**src/rtl/vga_hl_pkg.sv**
```systemverilog
// Shared definitions for the VGA field highlighter.
// Contents: field index constants, default selector base and colours,
// and a helper that decides whether a selector code belongs to a field.
package vga_hl_pkg;

  localparam int FLD_DIA   = 0;
  localparam int FLD_MES   = 1;
  localparam int FLD_ANO   = 2;
  localparam int FLD_HORA  = 3;
  localparam int FLD_MIN   = 4;
  localparam int FLD_SEG   = 5;
  localparam int FLD_HORAT = 6;
  localparam int FLD_MINT  = 7;
  localparam int FLD_SEGT  = 8;

  localparam int          NUM_FIELDS_DEF  = FLD_SEGT + 1;
  localparam int          BASE_SEL_DEF    = 2;
  localparam logic [11:0] HL_COLOR_DEF    = 12'hFFF;
  localparam logic [11:0] ALARM_COLOR_DEF = 12'hF00;

  // Each field owns two consecutive selector codes starting at
  // base + 2*field (one per digit).
  function automatic logic sel_in_field(input int sel, input int base, input int field);
    logic hit;
    hit = 1'b0;
    if (sel >= base) begin
      hit = (((sel - base) / 2) == field);
    end
    return hit;
  endfunction

endpackage

```
**src/rtl/vga_blink_timer.sv**
```systemverilog
// Frame-based blink timer for the field highlighter.
// Ports:
//   clk_i      pixel clock
//   rst_i      synchronous active-high reset
//   fb_i       frame-boundary strobe
//   restart_i  restart request (only honoured together with fb_i)
//   phase_o    blink phase that applies to the current pixel (1 = visible)
module vga_blink_timer #(
  parameter int BLINK_FRAMES = 30
) (
  input  logic clk_i,
  input  logic rst_i,
  input  logic fb_i,
  input  logic restart_i,
  output logic phase_o
);

  localparam int CNT_W = (BLINK_FRAMES > 1) ? $clog2(BLINK_FRAMES) : 1;
  localparam logic [CNT_W-1:0] CNT_LAST = CNT_W'(BLINK_FRAMES - 1);

  logic [CNT_W-1:0] cnt_q, cnt_d;
  logic             phase_q, phase_d;

  always_comb begin
    cnt_d   = cnt_q;
    phase_d = phase_q;
    if (fb_i) begin
      // Restart has priority over a wrap landing on the same boundary.
      if (restart_i) begin
        cnt_d   = '0;
        phase_d = 1'b1;
      end else if (cnt_q == CNT_LAST) begin
        cnt_d   = '0;
        phase_d = ~phase_q;
      end else begin
        cnt_d = cnt_q + CNT_W'(1);
      end
    end
  end

  // The frame-boundary pixel itself already uses the new phase.
  assign phase_o = phase_d;

  always_ff @(posedge clk_i) begin
    if (rst_i) begin
      cnt_q   <= '0;
      phase_q <= 1'b1;
    end else begin
      cnt_q   <= cnt_d;
      phase_q <= phase_d;
    end
  end

endmodule

```
**src/rtl/vga_field_highlighter.sv**
```systemverilog
// Pixel-stream post-processor: highlights the cursor field, blinks it while
// editing and flashes the display on alarm. All state changes at frame
// boundaries (falling edge of VS_IN). Colour and syncs are delayed 1 cycle.
// Ports:
//   CLK, RST                   pixel clock, synchronous active-high reset
//   COLOR_IN, SEL_IN           renderer pixel and its selector code
//   HS_IN, VS_IN               active-low syncs from the renderer
//   PTR_VALID, PTR_FIELD       cursor presence and selected field
//   EDIT, ALARMA               edit (blink) mode, alarm active
//   COLOR_OUT, HS, VS          processed pixel and delayed syncs
module vga_field_highlighter
  import vga_hl_pkg::*;
#(
  parameter int                 NUM_FIELDS   = NUM_FIELDS_DEF,
  parameter int                 SEL_W        = 5,
  parameter int                 FIELD_W      = 4,
  parameter int                 COLOR_W      = 12,
  parameter int                 BASE_SEL     = BASE_SEL_DEF,
  parameter int                 BLINK_FRAMES = 30,
  parameter logic [COLOR_W-1:0] HL_COLOR     = HL_COLOR_DEF,
  parameter logic [COLOR_W-1:0] ALARM_COLOR  = ALARM_COLOR_DEF
) (
  input  logic               CLK,
  input  logic               RST,
  input  logic [COLOR_W-1:0] COLOR_IN,
  input  logic [SEL_W-1:0]   SEL_IN,
  input  logic               HS_IN,
  input  logic               VS_IN,
  input  logic               PTR_VALID,
  input  logic [FIELD_W-1:0] PTR_FIELD,
  input  logic               EDIT,
  input  logic               ALARMA,
  output logic [COLOR_W-1:0] COLOR_OUT,
  output logic               HS,
  output logic               VS
);

  logic               prev_vs_q;
  logic               act_valid_q, act_valid_d;
  logic [FIELD_W-1:0] act_field_q, act_field_d;
  logic               act_edit_q,  act_edit_d;
  logic               act_alarm_q, act_alarm_d;
  logic [COLOR_W-1:0] color_q, color_d;
  logic               hs_q, vs_q;

  logic fb;
  logic smp_valid;
  logic restart;
  logic phase;
  logic sel_hit;

  always_comb begin
    fb        = ~VS_IN & prev_vs_q;
    // Out-of-range field indices are treated as "no cursor".
    smp_valid = PTR_VALID && (int'(PTR_FIELD) < NUM_FIELDS);
    restart   = fb && ((smp_valid != act_valid_q) ||
                       (PTR_FIELD != act_field_q) ||
                       (EDIT && !act_edit_q));

    act_valid_d = act_valid_q;
    act_field_d = act_field_q;
    act_edit_d  = act_edit_q;
    act_alarm_d = act_alarm_q;
    if (fb) begin
      act_valid_d = smp_valid;
      act_field_d = PTR_FIELD;
      act_edit_d  = EDIT;
      act_alarm_d = ALARMA;
    end
  end

  vga_blink_timer #(
    .BLINK_FRAMES(BLINK_FRAMES)
  ) u_blink (
    .clk_i    (CLK),
    .rst_i    (RST),
    .fb_i     (fb),
    .restart_i(restart),
    .phase_o  (phase)
  );

  // Pixel decision uses the _d values so the boundary pixel already sees
  // the newly sampled state.
  always_comb begin
    sel_hit = act_valid_d && sel_in_field(int'(SEL_IN), BASE_SEL, int'(act_field_d));
    if (COLOR_IN == '0) begin
      color_d = '0;
    end else if (sel_hit && (!act_edit_d || phase)) begin
      color_d = HL_COLOR;
    end else if (act_alarm_d && phase) begin
      color_d = ALARM_COLOR;
    end else begin
      color_d = COLOR_IN;
    end
  end

  always_ff @(posedge CLK) begin
    if (RST) begin
      prev_vs_q   <= 1'b1;
      act_valid_q <= 1'b0;
      act_field_q <= '0;
      act_edit_q  <= 1'b0;
      act_alarm_q <= 1'b0;
      color_q     <= '0;
      hs_q        <= 1'b1;
      vs_q        <= 1'b1;
    end else begin
      prev_vs_q   <= VS_IN;
      act_valid_q <= act_valid_d;
      act_field_q <= act_field_d;
      act_edit_q  <= act_edit_d;
      act_alarm_q <= act_alarm_d;
      color_q     <= color_d;
      hs_q        <= HS_IN;
      vs_q        <= VS_IN;
    end
  end

  assign COLOR_OUT = color_q;
  assign HS        = hs_q;
  assign VS        = vs_q;

endmodule

```
**config.mk**
```make
export PLATFORM = sky130hd
export DESIGN_NAME = vga_field_highlighter
export DESIGN_NICKNAME = d
export VERILOG_FILES = /design/src/rtl/vga_hl_pkg.sv /design/src/rtl/vga_blink_timer.sv /design/src/rtl/vga_field_highlighter.sv
export SDC_FILE = /design/constraint.sdc
export NUM_CORES = 1
export LEC_CHECK = 0
export CAP_MARGIN = 20
export CORE_MARGIN = 2
export CORE_UTILIZATION = 45
export CTS_CLUSTER_SIZE = 30
export DETAILED_ROUTE_END_ITERATION = 12
export PLACE_DENSITY = 0.82
export REMOVE_ABC_BUFFERS = 1
export SYNTH_ARGS = -nofsm -noshare
export SYNTH_HDL_FRONTEND = slang
export SYNTH_SLANG_ARGS = --single-unit
```
**constraint.sdc**
```tcl
create_clock -name CLK -period 10.6 [get_ports CLK]
set_input_delay 1.59 -clock CLK [delete_from_list [all_inputs] [get_ports CLK]]
set_output_delay 1.59 -clock CLK [all_outputs]
set_load 0.1 [all_outputs]
```
### After elaboration in Yosys (flattened, before gate mapping)

Cells that the tools add are included.

* $add $sub $neg: 3
* multipliers: 0
* div/mod/pow operators: 0
* $lt $le $gt $ge: 2
* equality and inequality tests: 4
* shifts and indexed selects: 0
* mux-type cells: 12
* bitwise gates (word level): 4
* reductions and logical operators: 13

Operators with widths (number)
* adder 32 x 1 -> 32 bit: 1
* equality test 32 x 5 -> 1 bit: 1
* two-way mux 12 bit: 2
* zero test 12 bit: 1
* two-way mux 5 bit: 2
* two-way mux 1 bit: 7
* logical AND 1 bit: 6
* subtractor 5 x 2 -> 6 bit (second input constant): 1
* adder 5 x 1 -> 5 bit (second input constant): 1
* equality test 5 bit (second input constant): 1
* >= comparator 5 x 2 -> 1 bit (second input constant): 1
* < comparator 4 bit (second input constant): 1
* two-way mux 4 bit: 1
* != test 4 bit: 1
* logical OR 1 bit: 3
* bitwise AND 1 bit: 2
* zero test 1 bit: 2
* inverter 1 bit: 2
* OR reduction 2 bit: 1
* != test 1 bit: 1

* flip-flop bits (word level): 27
* bits in latches: 0
* bits in writable memories: 0
* bits in read-only memories: 0
* bits of input ports: 28
* output and inout bits: 14
* word-level logic and storage cells: 47
* memories kept: 0

### Longest topological paths before layout

Gate-level depths: netlist of run 1.

* depth after elaboration: 11
* depth in mapped cells: 15
* mapped depth without buffers: 14

### Hierarchy

From an unflattened synthesis of run 1, not the netlist that was laid out.

* cells, all modules: 160
* area, all modules: 1483.9 sq um

Modules (own cells, without submodules)
* vga_field_highlighter: times used 1, cells each 122, area an instance 1136.1 sq um, sequential area each 420.4 sq um
* vga_blink_timer: times used 1, cells each 38, area an instance 347.8 sq um, sequential area each 120.1 sq um

### Worst setup path before layout of run 1

No wires, ideal clock.

* kind: input-to-reg
* start: input SEL_IN[1]
* end: register color_q[10] (netlist: COLOR_OUT[10])
* setup time: 0.074 ns
* arrival: 4.566 ns
* data required time: 10.526 ns
* slack: 5.959 ns
* cell stages on the path: 15
* buffers on the path: 1
* path through: inv_1 -> ha_1 -> nor3b_1 -> and2_1 -> ha_1 -> ha_1 -> nand3_1 -> ha_1 -> or4_1 -> nor4_1 -> o21ai_1 -> nor3_2 -> nand4_2 -> buf_6 -> a31oi_1

* longest elaborated chain between the ends: 8
* elaborated cells between the ends (all ways): 9
* classes of those cells: add/sub: 2; order compare: 1; eq/ne: 1; mux: 2; bitwise: 1; reduce/logical: 2

Ends and longest elaborated chain
* from (decl): RTL line vga_field_highlighter.sv:26 `input logic [SEL_W-1:0] SEL_IN,`
* subtractor 5 x 2 -> 6 bit: RTL line vga_hl_pkg.sv:27 `hit = (((sel - base) / 2) == field);`
* bitwise AND 1 bit (no source line)
* adder 32 x 1 -> 32 bit (no source line)
* equality test 32 x 5 -> 1 bit: RTL line vga_hl_pkg.sv:27
* two-way mux 1 bit (*): RTL line vga_hl_pkg.sv:26 `if (sel >= base) begin`
* logical AND 1 bit (*): RTL line vga_field_highlighter.sv:85 `sel_hit = act_valid_d && sel_in_field(int'(SEL_IN), BASE_SEL, int'(act_field_d));`
* logical AND 1 bit (*): RTL line vga_field_highlighter.sv:88 `end else if (sel_hit && (!act_edit_d || phase)) begin`
* two-way mux 12 bit (*): RTL line vga_field_highlighter.sv:88
* to (signal assigned): RTL line vga_field_highlighter.sv:113 `color_q <= color_d;`
* to (decl): RTL line vga_field_highlighter.sv:43 `logic [COLOR_W-1:0] color_q, color_d;`

Every way passes the cells marked *; elsewhere a longest branch is shown, timed or not.
A chain may end at the register's enable or synchronous reset.

### Worst setup path in the final report of run 1

* start: input SEL_IN[1]
* end: register color_q[2] (netlist: COLOR_OUT[2])

The elaborated chain is that of the path after synthesis.

==> results.py, run 1 <==
metrics = {
    "synthesis": {
        "syn_inst": 174,
        "synth_most_common_cell": "dfxtp_1",
        "synth_top_area_share_pct": 36.0,
        "synth_flop_cell": "dfxtp_1",
        "synth-async-reset-ratio_pct": 0,
        "synth_edf_count": 0,
        "synth-seq-cells": 27,
        "synthTopCellsByCount": "27 x dfxtp_1, 21 x nand2_1, 19 x a21oi_1",
        "yosys.area.top_type": "dfxtp_1",
        "ys_types": 42,
        "seq_area_frac_synth_pct": 36.0,
        "netlist_area_sq_um": 1500,
        "syn_avg_cell_area_sq_um": 8.64,
        "ys_warn_count": 0,
        "synthTopCellsByArea": "dfxtp_1 36%, ha_1 8.3%, a21oi_1 6.3%, nand2_1 5.2%, xor2_1 4.7%",
    },
    "detailed_routing": {
        "firstDrtPassIters": 4,
        "wl_per_cell_um": 13.0,
        "vias": 1358,
        "via_per_inst": 5.30,
        "drt_wl_total_um": 3330,
        "drt_iter0_markers": 69,
        "drc": 0,
        "ant_nets": 0,
    },
    "cts": {
        "clk_path_buf_depth": 2,
        "cts_root_buffer": "clkbuf_4",
        "clk_pin_slew_worst_paths_ns": 0.15,
        "h-tree-depth": 1,
        "cts.sinks": 27,
        "post-cts-setup-buffers": 0,
        "numCtsBuffers": 3,
        "cts_tree": "done",
        "hold_buffers": 0,
        "clk_latency_ns": 0.32,
        "cts-resized-gates": 0,
    },
    "timing": {
        "finalHoldViolations": 0,
        "finalSetupViolations": 0,
        "setup_tns_ns": 0,
        "tightest_slew_ns": 0.990,
        "rsz0062_at_grt": "false",
        "layout_min_cycle_time_ns": 5.31,
        "skew_ns": 0.0160,
        "fin_ws_ns": 5.29,
        "slew_violations": 0,
        "finalCritPeriodShare_pct": 50.1,
        "slew_headroom_pct": 33.8,
        "timing.fmax_mhz": 188,
    },
    "global_routing": {
        "grt_max_degree": 17,
        "grt_pass1_vias": 1232,
        "antenna_found_initial": 0,
        "overflow": 0,
        "grt_usage_pct": 18.2,
        "grt_pass1_wl_um": 5220,
    },
    "die": {
        "initial_core_util_pct": 48.4,
        "dieArea_sq_um": 3820,
        "num_io_pins": 42,
        "chipHeight_um": 61.8,
        "die_w_um": 61.8,
        "core.rowCount": 20,
        "core_sq_um": 3100,
    },
    "critical_path": {
        "crit_type": "primary input to register",
        "cp-end-kind": "register",
        "start_kind": "primary input",
        "path_max_fanout": 12,
        "slowest_delay_ns": 0.67,
        "worstPathCellList": "clkdlybuf4s50_1 -> inv_1 -> ha_1 -> nor3b_1 -> and2_1 -> ha_1 -> nand3_1 -> nand2b_1 -> ha_1 -> or4_1 -> nor4_1 -> o21ai_1 -> nor3_2 -> nand4_2 -> a21oi_1",
        "crit_required_ns": 10.84,
        "crit_top_cell": "ha_1",
        "timing.rr.start": "act_field_q[3]",
        "crit_arrival_ns": 5.56,
        "reg2reg_depth": 6,
        "cp_slowest_cell": "nor3b_1",
        "r2r_slack_ns": 8.30,
        "rr_endpoint": "COLOR_OUT[2]",
    },
    "job": {
        "maxCapViolCount": 0,
    },
    "placed_design": {
        "port_buffers": 41,
        "dpl_worst_slack_ns": 4.98,
        "dp_hpwl_um": 2600,
        "place.gp.congestion": 0.814,
    },
    "layout": {
        "layout.nets": 251,
        "nFillCells": 276,
        "area_growth_pct": 30.4,
        "final_layout_size_suffix_gt1_share_pct": 6.60,
        "diodes": 0,
    },
    "worst_hold_path": {
        "hold_depth": 2,
        "min_from": "act_alarm_q",
        "whs_endpoint": "act_alarm_q",
        "hold_path.class": "register to register",
    },
    "power": {
        "vdd_drop_max_uv": 83.8,
        "finalPower_mw": 0.226,
        "p_leak_nw": 0.779,
        "power_density_nw_per_um2": 115,
    },
    "run_status": {
        "status": "finished clean",
    },
}
## worst max path at each step
stage,startpoint,to,depth (start not counted)
floorplan,SEL_IN[1],COLOR_OUT[10],14
global placement,SEL_IN[1],COLOR_OUT[9],15
detailed placement,SEL_IN[1],COLOR_OUT[2],15
CTS,SEL_IN[1],COLOR_OUT[2],15
global route,SEL_IN[1],COLOR_OUT[9],15
finish,SEL_IN[1],COLOR_OUT[2],15
## power breakdown
part           leakage (nW)  internal [mW]  total (mW)  switching, mW
Combinational         0.542         0.0253      0.0735         0.0481
Sequential            0.222          0.107       0.109        0.00204
Clock                0.0150         0.0147      0.0435         0.0288
Total                 0.779          0.147       0.226         0.0789
## layout by cell type, fill, tap and decap left out, types with 2 or more instances in the layout
cell / count
nor3_1: 3
mux2i_1: 4
o211ai_1: 2
nor3_2: 2
xor2_1: 8
dfxtp_1: 27
nor2b_1: 2
nor2_1: 8
nand2b_1: 4
and3_1: 2
a21oi_1: 19
nand2_1: 21
inv_1: 12
clkbuf_4: 3
xnor2_1: 3
a311oi_1: 2
nor4_1: 6
a31oi_1: 4
clkdlybuf4s50_1: 41
or2_2: 2
ha_1: 10
nand3_1: 6
a41oi_1: 2
## final cells by class
class	count	area, sq um	share of cell area (%)
clock buffers	4	26.3	1.34
inverters	12	45.0	2.30
multi-input cells	127	875	44.6
flip-flops and latches	27	541	27.6
well taps	44	55.1	2.81
repair buffers	42	418	21.3
## critical path, delay by kind of cell
family / cells / cell delay [ns]
and+or+nand+nor: 8 / 2.50
AOI/OAI and AO/OA: 2 / 0.37
buffers and inverters: 2 / 0.56
adders and majority gates: 3 / 0.52
## state kept, by name, indices dropped and copies added (netlist names)
signal           count
act_alarm_q          1
COLOR_OUT           12
HS                   1
u_blink.phase_q      1
act_field_q          4
act_valid_q          1
VS                   1
u_blink.cnt_q        5
act_edit_q           1
## through the flow
stage	hold slack [ns]	instances	utilization [%]	cell area (sq um)
floorplan	0.434	166	-	1460
global placement	0.457	252	62.3	1930
detailed placement	0.466	252	62.3	1930
CTS	0.485	256	63.1	1960
global route	0.495	256	63.1	1960
finish	0.484	256	63.1	1960
## cell families after synthesis
family                     count (synthesis)  synth area share [%]
and+or+nand+nor                           64                  23.5
AOI/OAI and AO/OA                         38                  17.3
DFF                                       27                  36.0
buffers and inverters                     20                  5.83
xor gates and xnor gates                  11                  6.41
adders and majority gates                 10                  8.33
muxes                                      4                  2.66
## layer usage
metal  global-route usage [%]  wire length (um)
met5                        0                 0
met4                     3.65                21
met3                     3.93               103
met2                     32.3              1660
met1                     22.6              1540
No activity file was read; power rests on OpenSTA's default activity.
==> run 2: changes to the inputs <==
- CORE_UTILIZATION: 45 -> 43
- clock period: 10.6 -> 4.35 ns (I/O delays scaled with it)
==> run 2 against run 1 <==
  * Sequential cell count is the same
  * Largest power group unchanged
  * Largest cell class unchanged
  * Clock skew shrank 0.0093 ns
  * Hold slack got worse by 0.0070 ns
==> results.py, run 2 (synthesis gave the netlist of run 1 again) <==
metrics = {
    "die": {
        "chipHeight_um": 63.1,
        "die_w_um": 63.1,
        "initial_core_util_pct": 45.0,
        "dieArea_sq_um": 3980,
        "core_sq_um": 3340,
        "core.rowCount": 21,
        "num_io_pins": 42,
    },
    "timing": {
        "layout_min_cycle_time_ns": 3.96,
        "finalSetupViolations": 0,
        "tightest_slew_ns": 0.978,
        "fin_ws_ns": 0.387,
        "finalHoldViolations": 0,
        "timing.fmax_mhz": 252,
        "setup_tns_ns": 0,
        "skew_ns": 0.00667,
        "slew_violations": 0,
        "finalCritPeriodShare_pct": 91.1,
        "rsz0062_at_grt": "false",
        "slew_headroom_pct": 34.6,
    },
    "cts": {
        "cts-resized-gates": 0,
        "cts_tree": "done",
        "cts.sinks": 27,
        "hold_buffers": 0,
        "numCtsBuffers": 3,
        "clk_path_buf_depth": 2,
        "clk_pin_slew_worst_paths_ns": 0.15,
        "h-tree-depth": 1,
        "post-cts-setup-buffers": 0,
        "clk_latency_ns": 0.33,
        "cts_root_buffer": "clkbuf_4",
    },
    "layout": {
        "final_layout_size_suffix_gt1_share_pct": 7.51,
        "layout_commonest_cell": "clkdlybuf4s50_1",
        "diodes": 0,
        "area_growth_pct": 31.3,
        "stdcell_count": 259,
        "mostFrequentLayoutCells": "41 x clkdlybuf4s50_1, 27 x dfxtp_1, 21 x nand2_1, 19 x a21oi_1, 12 x inv_1",
        "largest_register_ffs": 12,
        "layout.nets": 252,
    },
    "power": {
        "p_seq_share_pct": 47.6,
        "power_density_nw_per_um2": 283,
        "switching_power_mw": 0.200,
        "finalPower_mw": 0.557,
        "switching_share_pct": 35.9,
        "vdd_drop_max_uv": 162,
        "p_comb_share_pct": 32.2,
        "p_leak_nw": 0.784,
        "clockPowerShare_pct": 20.2,
        "intPower_mw": 0.357,
    },
    "placed_design": {
        "dp.cells": 255,
        "place.gp.congestion": 0.929,
        "port_buffers": 41,
        "dpl_worst_slack_ns": 0.0850,
        "dp_hpwl_um": 2600,
    },
    "detailed_routing": {
        "drc": 0,
        "firstDrtPassIters": 4,
        "vias": 1401,
        "via_per_inst": 5.41,
        "drt_iter0_markers": 88,
        "ant_nets": 0,
        "drt_wl_total_um": 3380,
        "wl_per_cell_um": 13.1,
    },
    "critical_path": {
        "crit_type": "primary input to register",
        "crit_buf_inv": 2,
        "reg2reg_depth": 6,
        "start_kind": "primary input",
        "worstPathCellList": "clkdlybuf4s50_1 -> inv_1 -> ha_1 -> nor3b_1 -> and2_1 -> ha_1 -> nand3_1 -> nand2b_1 -> ha_1 -> or4_1 -> nor4_1 -> o21ai_1 -> nor3_2 -> nand4_2 -> a31oi_1",
        "slowest_delay_ns": 0.51,
        "r2r_slack_ns": 2.14,
        "crit_family": "simple AND/OR/NAND/NOR gates",
        "crit_top_cell": "ha_1",
        "crit_required_ns": 4.62,
        "cp-end-kind": "register",
        "cp_slowest_cell": "or4_1",
        "path_max_fanout": 12,
        "crit_arrival_ns": 4.24,
        "timing.rr.start": "act_field_q[3]",
        "rr_endpoint": "COLOR_OUT[6]",
    },
    "worst_hold_path": {
        "whs_endpoint": "act_alarm_q",
        "hold_path.class": "register to register",
        "hold_depth": 2,
        "min_from": "act_alarm_q",
    },
    "global_routing": {
        "grt_max_degree": 17,
        "grt_usage_pct": 17.6,
        "antenna_found_initial": 0,
        "overflow": 0,
        "grt_pass1_vias": 1313,
        "grt_pass1_wl_um": 5690,
    },
    "run_status": {
        "status": "finished clean",
    },
    "job": {
        "maxCapViolCount": 0,
    },
}
==> run 2: cell types whose count changed in the layout (fill, tap and decap cells not counted), sizes merged <==
cell	previous run	this run
clkinvlp	0	1
buf	1	2
clkbuf	4	3
==> run 2: area by class of cell <==
cell class | instances | area, sq um
Multi-Input combinational cell | 127 | 875
Timing Repair Buffer | 43 | 425
Fill cell | 306 | 1360
Clock buffer | 3 | 22.5
Inverter | 12 | 45.0
Tap cell | 46 | 57.6
Clock inverter | 1 | 7.51
Sequential cell | 27 | 541
==> run 2: power groups by stage <==
stage | Sequential, mW | Clock, mW | Combinational (mW)
6_report | 0.265 | 0.113 | 0.179
5_1_grt | 0.267 | 0.126 | 0.190
4_1_cts | 0.265 | 0.114 | 0.180
3_5_place_dp | 0.271 | 0 | 0.179
3_3_place_gp | 0.270 | 0 | 0.177
2_1_floorplan | 0.334 | 0 | 0.0533
==> run 2: metal layers <==
layer / vias to the layer above / share of wire, % / track usage [%] / wire, um
li1: 703 / - / - / -
met1: 657 / 44 / 20.8 / 1490
met2: 33 / 49 / 31.0 / 1660
met3: 8 / 5.2 / 4.64 / 176
met4: 0 / 1.6 / 5.28 / 53
met5: - / 0 / 0 / 0
==> run 2: per-stage QoR <==
| stage | hold slack [ns] | util, % | area, sq um |
|---|---|---|---|
| 2_1_floorplan | 0.434 | - | 1460 |
| 3_3_place_gp | 0.456 | 58.2 | 1940 |
| 3_5_place_dp | 0.463 | 58.2 | 1940 |
| 4_1_cts | 0.482 | 59.1 | 1970 |
| 5_1_grt | 0.493 | 59.1 | 1970 |
| 6_report | 0.477 | 59.1 | 1970 |
==> run 2: worst register-to-register path, stage by stage, from the launching register on <==
cell      delay, ns
dfxtp_1        0.35
xor2_1         0.18
nor4_4         0.33
o221ai_2       0.21
a311oi_2       0.78
nand2_1        0.14
a21oi_1        0.18
==> run 2: how the worst max path moves through the flow <==
stage | from | to | depth (start not counted)
global placement | SEL_IN[1] | COLOR_OUT[8] | 15
global route | SEL_IN[2] | COLOR_OUT[9] | 15
CTS | SEL_IN[1] | COLOR_OUT[11] | 15
floorplan | SEL_IN[1] | COLOR_OUT[10] | 14
detailed placement | SEL_IN[1] | COLOR_OUT[11] | 15
finish | SEL_IN[1] | COLOR_OUT[11] | 15
